## config.mk

```make
export PLATFORM = sky130hd
export DESIGN_NAME = mem_arbiter
export DESIGN_NICKNAME = d
export VERILOG_FILES = /design/src/rtl/mem_arbiter.sv
export SDC_FILE = /design/constraint.sdc
export NUM_CORES = 1
export LEC_CHECK = 0
export ABC_AREA = 1
export BUFFER_PORTS_ARGS = -buffer_cell sky130_fd_sc_hd__buf_2
export CAP_MARGIN = 20
export CORE_AREA = 2 2 93 131
export CTS_BUF_LIST = sky130_fd_sc_hd__clkbuf_8
export CTS_CLUSTER_DIAMETER = 50
export CTS_CLUSTER_SIZE = 40
export DETAILED_ROUTE_END_ITERATION = 8
export DIE_AREA = 0 0 95 133
export SLEW_MARGIN = 20
export SYNTH_ARGS = -nofsm -noshare
export SYNTH_HDL_FRONTEND = slang
export SYNTH_SLANG_ARGS = --single-unit
export TNS_END_PERCENT = 30
```

## constraint.sdc

```tcl
create_clock -name clk -period 2.1 [get_ports clk]
set_input_delay 0.42 -clock clk [delete_from_list [all_inputs] [get_ports clk]]
set_output_delay 0.42 -clock clk [all_outputs]
set_load 0.01 [all_outputs]
```

## src/rtl/mem_arbiter.sv

```systemverilog
// ============================================================================
// Module   : mem_arbiter
// Purpose  : Shares one single-port synchronous memory between two masters
//            (port 0 = CPU, port 1 = debug/loader). Each access is a
//            two-cycle ISSUE/CAPT transaction; simultaneous requests are
//            resolved round-robin (FIXED_PRIO=0) or port-0-first (FIXED_PRIO=1).
// Ports    : clk, rst_n            - clock (rising edge), async active-low reset
//            req/we/addr/wdata<n>  - port n request, held stable until ack<n>
//            ack<n>                - one-cycle completion pulse for port n
//            rdata<n>              - port n read data, valid with ack<n>, held
//            mem_we/addr/data      - memory write enable, address, write data
//            mem_in                - memory read data (one cycle after address)
//            busy                  - high during ISSUE and CAPT
//            grant                 - port owning the current/last transaction
// Revision : 1.0 - initial release
// ============================================================================
`default_nettype none

module mem_arbiter #(
    parameter int ADDR_WIDTH = 6,
    parameter int DATA_WIDTH = 16,
    parameter int FIXED_PRIO = 0
) (
    input  logic                  clk,
    input  logic                  rst_n,
    input  logic                  req0,
    input  logic                  we0,
    input  logic [ADDR_WIDTH-1:0] addr0,
    input  logic [DATA_WIDTH-1:0] wdata0,
    output logic                  ack0,
    output logic [DATA_WIDTH-1:0] rdata0,
    input  logic                  req1,
    input  logic                  we1,
    input  logic [ADDR_WIDTH-1:0] addr1,
    input  logic [DATA_WIDTH-1:0] wdata1,
    output logic                  ack1,
    output logic [DATA_WIDTH-1:0] rdata1,
    output logic                  mem_we,
    output logic [ADDR_WIDTH-1:0] mem_addr,
    output logic [DATA_WIDTH-1:0] mem_data,
    input  logic [DATA_WIDTH-1:0] mem_in,
    output logic                  busy,
    output logic                  grant
);

    typedef enum logic [1:0] {
        S_IDLE  = 2'd0,
        S_ISSUE = 2'd1,
        S_CAPT  = 2'd2
    } state_t;

    state_t                r_state;
    logic                  r_last;      // port served by the most recent completed transaction
    logic                  r_is_write;  // current transaction is a write
    logic [DATA_WIDTH-1:0] r_rdata0;
    logic [DATA_WIDTH-1:0] r_rdata1;

    logic w_arb_state;
    logic w_elig0;
    logic w_elig1;
    logic w_any;
    logic w_win;

    // The port being acked in CAPT is excluded so a requester that only drops
    // req after seeing ack is not served twice.
    always_comb begin
        w_arb_state = (r_state == S_IDLE) || (r_state == S_CAPT);
        w_elig0     = req0 && !((r_state == S_CAPT) && (grant == 1'b0));
        w_elig1     = req1 && !((r_state == S_CAPT) && (grant == 1'b1));
        w_any       = w_arb_state && (w_elig0 || w_elig1);
        w_win       = 1'b0;
        if (w_elig0 && w_elig1) begin
            w_win = (FIXED_PRIO != 0) ? 1'b0 : ~r_last;
        end else begin
            w_win = w_elig1;
        end
    end

    always_ff @(posedge clk or negedge rst_n) begin
        if (!rst_n) begin
            r_state    <= S_IDLE;
            r_last     <= 1'b1;
            r_is_write <= 1'b0;
            r_rdata0   <= '0;
            r_rdata1   <= '0;
            ack0       <= 1'b0;
            ack1       <= 1'b0;
            mem_we     <= 1'b0;
            mem_addr   <= '0;
            mem_data   <= '0;
            busy       <= 1'b0;
            grant      <= 1'b1;
        end else begin
            ack0   <= 1'b0;
            ack1   <= 1'b0;
            mem_we <= 1'b0;
            case (r_state)
                S_IDLE, S_CAPT: begin
                    if (r_state == S_CAPT) begin
                        // mem_in holds the word addressed during ISSUE
                        if (!r_is_write) begin
                            if (grant) r_rdata1 <= mem_in;
                            else       r_rdata0 <= mem_in;
                        end
                        r_last <= grant;
                    end
                    if (w_any) begin
                        r_state    <= S_ISSUE;
                        grant      <= w_win;
                        busy       <= 1'b1;
                        mem_addr   <= w_win ? addr1  : addr0;
                        mem_data   <= w_win ? wdata1 : wdata0;
                        mem_we     <= w_win ? we1    : we0;
                        r_is_write <= w_win ? we1    : we0;
                    end else begin
                        r_state <= S_IDLE;
                        busy    <= 1'b0;
                    end
                end
                S_ISSUE: begin
                    r_state <= S_CAPT;
                    if (grant) ack1 <= 1'b1;
                    else       ack0 <= 1'b1;
                end
                default: begin
                    r_state <= S_IDLE;
                    busy    <= 1'b0;
                end
            endcase
        end
    end

    // Read data is forwarded straight from memory while the ack is high so it
    // is valid in the same cycle as the ack, then held from the register.
    assign rdata0 = (ack0 && !r_is_write) ? mem_in : r_rdata0;
    assign rdata1 = (ack1 && !r_is_write) ? mem_in : r_rdata1;

endmodule

`default_nettype wire

```

* Word level (Yosys, flattened, before mapping)
Index checks and enable logic that the tools add are counted.
Cells by class: bitwise operators 3, reduce and logical (&&, ||, !) cells 19, equal/unequal tests 2, multiplexer cells 16
Operators by type and width (number):
- 2-to-1 mux 16 bit | 3
- 2-to-1 mux 1 bit | 10
- logical AND 1 bit | 8
- AND reduction 4 bit | 2
- 2-to-1 mux 6 bit | 1
- one-hot mux 2 bit (2 select lines) | 1
- AND reduction 2 bit | 2
- zero test 1 bit | 3
- inverter 1 bit | 3
- equality test 2 x 1 -> 1 bit, second input constant | 1
- equality test 2 bit, second input constant | 1
- zero test 2 bit | 1
- logical OR 1 bit | 2
- one-hot mux 1 bit (2 select lines) | 1
- OR reduction 2 bit | 1
Word-level totals: input bits 66, output and inout port bits 59, word-level logic and storage cells 52, register bits after elaboration 63

* Longest topological paths before layout
word-level depth 9, mapped depth 9, depth with buffers taken out 8

* Worst setup path after synthesis
OpenSTA, ideal clock, no wires.
kind register -> output, start point register r_is_write, end point output rdata0[0], data arrival time 1.025 ns, cell stages (with the launch flop) 5, data required time 1.680 ns, path slack 0.655 ns, cell sequence dfrtp_1 inv_1 nand2_1 clkbuf_1 o21ai_0
On the way: cells in the longest elaborated chain, start to end 3
RTL lines:
- start, declared | line 54 | logic r_is_write;
- start signal, assigned | line 114 | r_is_write <= w_win ? we1 : we0;
- zero test 1 bit | line 135 | assign rdata0 = (ack0 && !r_is_write) ? mem_in : r_rdata0;
- logical AND 1 bit | line 135
- 2-to-1 mux 16 bit | line 135
- end, declared | line 31 | output logic [DATA_WIDTH-1:0] rdata0,
Every way passes these cells.

* Final worst setup path
start point register r_is_write, end point output rdata1[7]
On the way: cells in the longest elaborated chain, start to end 3
RTL lines:
- zero test 1 bit | line 136 | assign rdata1 = (ack1 && !r_is_write) ? mem_in : r_rdata1;
- logical AND 1 bit | line 136
- 2-to-1 mux 16 bit | line 136
- end, declared | line 37 | output logic [DATA_WIDTH-1:0] rdata1,
Every way passes these cells.

==> impl_results.md <==
* DRT antenna net count at 0
* Final setup vio count at 0
* Netlist cell types at 18
* Synth top cells by count: 139 x nand2_1, 66 x inv_1, 64 x o21ai_0
* Count leader, synth: nand2_1
* CTS hold repair buffers at 0
* Top_reg_cell synth: dfrtp_1
* Final wirelength at 7820 µm
* Post-synthesis cell count at 419
* Post-route DRC at 0
* Top Layer Used: met4
* Setup Skew at 9.06 ps
* Synth area leaders: dfrtp_1 49%, nand2_1 17%, o21ai_0 10%
* Period utilization at 90.8%
* CTS Buf Count at 9
* Hold Crit Class: in2async
* Bufs on Longest Clock Path at 2
* Status: completed
* Clock slew at reported path FFs at 70 ps
* Synth Area per Inst at 7.51 µm²
* Post-synth top area cell: dfrtp_1
* Critical Path RT at 1680 ps
* Via count at 2950
* CP Launch Point: r_is_write
* Pre-CTS setup slack at 464 ps
* Worst EP arrival at 1490 ps
* Core area at 11600 µm²
* Max Cap Viol at 0
* Final hold vios at 0
* CP bufs+invs at 3
* Critical path's slowest cell: dfrtp_1
* Die ar. at 12600 µm²
* Rel. slew slack at 65.5%
* Max incr delay on CP at 380 ps
* IO Count at 125
* Drt pass-1 iters at 4
* Vias in the first global route at 2811
* Chip width at 95 µm
* Setup WS post-layout at 194 ps
* Final critical-path required period at 1910 ps
* H-tree Lvls at 3
* Postcts setup bufs at 0
* Clock root buffer: clkbuf_8
* Unrepaired setup endpoints after global routing: false
* Worst setup SP type: flip-flop
* Vias per inst at 4.26
* EDFF count, synth at 0
* Static leakage at 2.40 nW
* First-pass GRT wire length at 13100 µm
* Yosys warning count at 0
* Fraction of registers with async set/reset at 100%
* Crit-path cells: inv_1 > nand2_1 > buf_4 > o21ai_1 > buf_2
* Crit Path Category: reg2out
* Mapped Area at 3150 µm²
* PortBufs at 124
* Layout Nets at 606
* Gpl congestion at 0.697
* Share of layout cells above drive strength 1 at 29.4%
* DRT iter0 DRCs at 116
* Slew Limit Fails at 0
* Grt ovf at 0
* Reg2Reg Setup Slack at 530 ps
* Register area share after synthesis at 50.2%
* Synth Net Count at 485
* Routed WL per cell at 11.3 µm
* CP delay by family, top: buffers and inverters
* Top cell type's share of synthesized area at 48.5%
* Gr usage total at 13.2%
* Max Freq at 0.525 GHz
* Ant. Diodes at 0
* TritonCTS clock tree: built
* Clk_lat worst skew at 340 ps
* Reg-to-Reg Start: grant
* Std-Cell Rows at 47
* Least-Margin Pin Slew at 516 ps
* Met1 WL at 3320 µm
* Post-detail-place hpwl at 5700 µm
* Setup TNS at 0 ps
* Pin count of the biggest net entering global routing at 64
* Met3 routed wirelength at 419 µm
* Yosys reg bits at 63
* Met2 WL at 3970 µm
* Layout area overhead at 30.5%
* Setup crit end kind: output pin
* Die height at 133 µm
* Utilization after layout at 35.5%
* Pwr/cell area at 1410 nW/µm²
* Starting Density at 27.2%
* Max FO, Critical Path at 32
* CTS Sinks at 63
* Initial antenna violation count at 0
* Peak supply drop at 525 µV
-- cell usage in the layout, fill, tap and decap left out, drive strengths merged --
cell type  instances
buf              132
clkbuf            10
o21ai             65
dfstp              2
nand3             51
a21oi              1
inv               70
nand2            143
nor2               4
clkinvlp           3
bufinv             1
o21a               1
clkinv             1
dfrtp             61
-- worst register-to-register path: stages, from the launching register on --
cell	delay, ps
dfstp_2	590
inv_2	60
nand3_2	100
nand2_2	80
nand2_1	80
nand2_2	310
nand2_1	180
nand2_1	60
-- metal layers --
layer	up-vias	track usage (%)
met4	0	5.48
met2	86	22.6
met3	9	3.08
met1	1319	15.6
met5	-	0
li1	1536	-
-- state kept, by name, indices dropped and copies added (netlist names) --
name        flops
r_is_write      1
ack0            1
mem_data       16
grant           1
r_rdata1       16
r_state         2
ack1            1
r_last          1
mem_we          1
r_rdata0       16
busy            1
mem_addr        6
-- through the flow --
| step | std cells | area [µm²] | hold slack, ps | power (mW) |
|---|---|---|---|---|
| 5_1_grt | 692 | 4110 | 80.6 | 6.39 |
| 4_1_cts | 692 | 4110 | 74.4 | 5.93 |
| 3_3_place_gp | 676 | 3910 | 461 | 4.78 |
| 3_5_place_dp | 676 | 3910 | 460 | 4.84 |
| 6_report | 692 | 4110 | 81.1 | 5.80 |
| 2_1_floorplan | 419 | 3150 | 124 | 3.78 |
-- layout make-up --
class | count | area [µm²]
clock buffers | 10 | 138
multi-input cells | 265 | 1180
inverters | 69 | 259
repair buffers | 132 | 706
clock inverters | 6 | 61.3
well taps | 147 | 184
fillers | 1263 | 7480
flip-flops and latches | 63 | 1580
-- report_power, final --
part | switching [mW] | leakage [nW] | internal [mW]
clock network | 0.470 | 0.0957 | 0.573
logic | 1.55 | 1.55 | 1.04
registers | 0.333 | 0.760 | 1.83
total | 2.35 | 2.40 | 3.44
-- cell families after synthesis --
kind of cell / Yosys count / synth area share [%]
simple gates: 198 / 26.4
flops: 63 / 50.2
buf+inv: 91 / 12.3
compound gates: 67 / 11.1
-- final timing paths --
check	endpoint	depth (start not counted)
max in group asynchronous	r_last	2
min reg2reg	mem_addr[4]	2
max reg2reg	mem_data[12]	7
min in group clk	mem_data[7]	5
max	rdata1[7]	5
min	r_rdata0[2]	2
-- timing repair --
action	CTS	global route
gates resized for setup	0	3
endpoints found under the setup margin	0	3
endpoints found under the hold margin	0	0
Power figures use the tool's default switching activity.
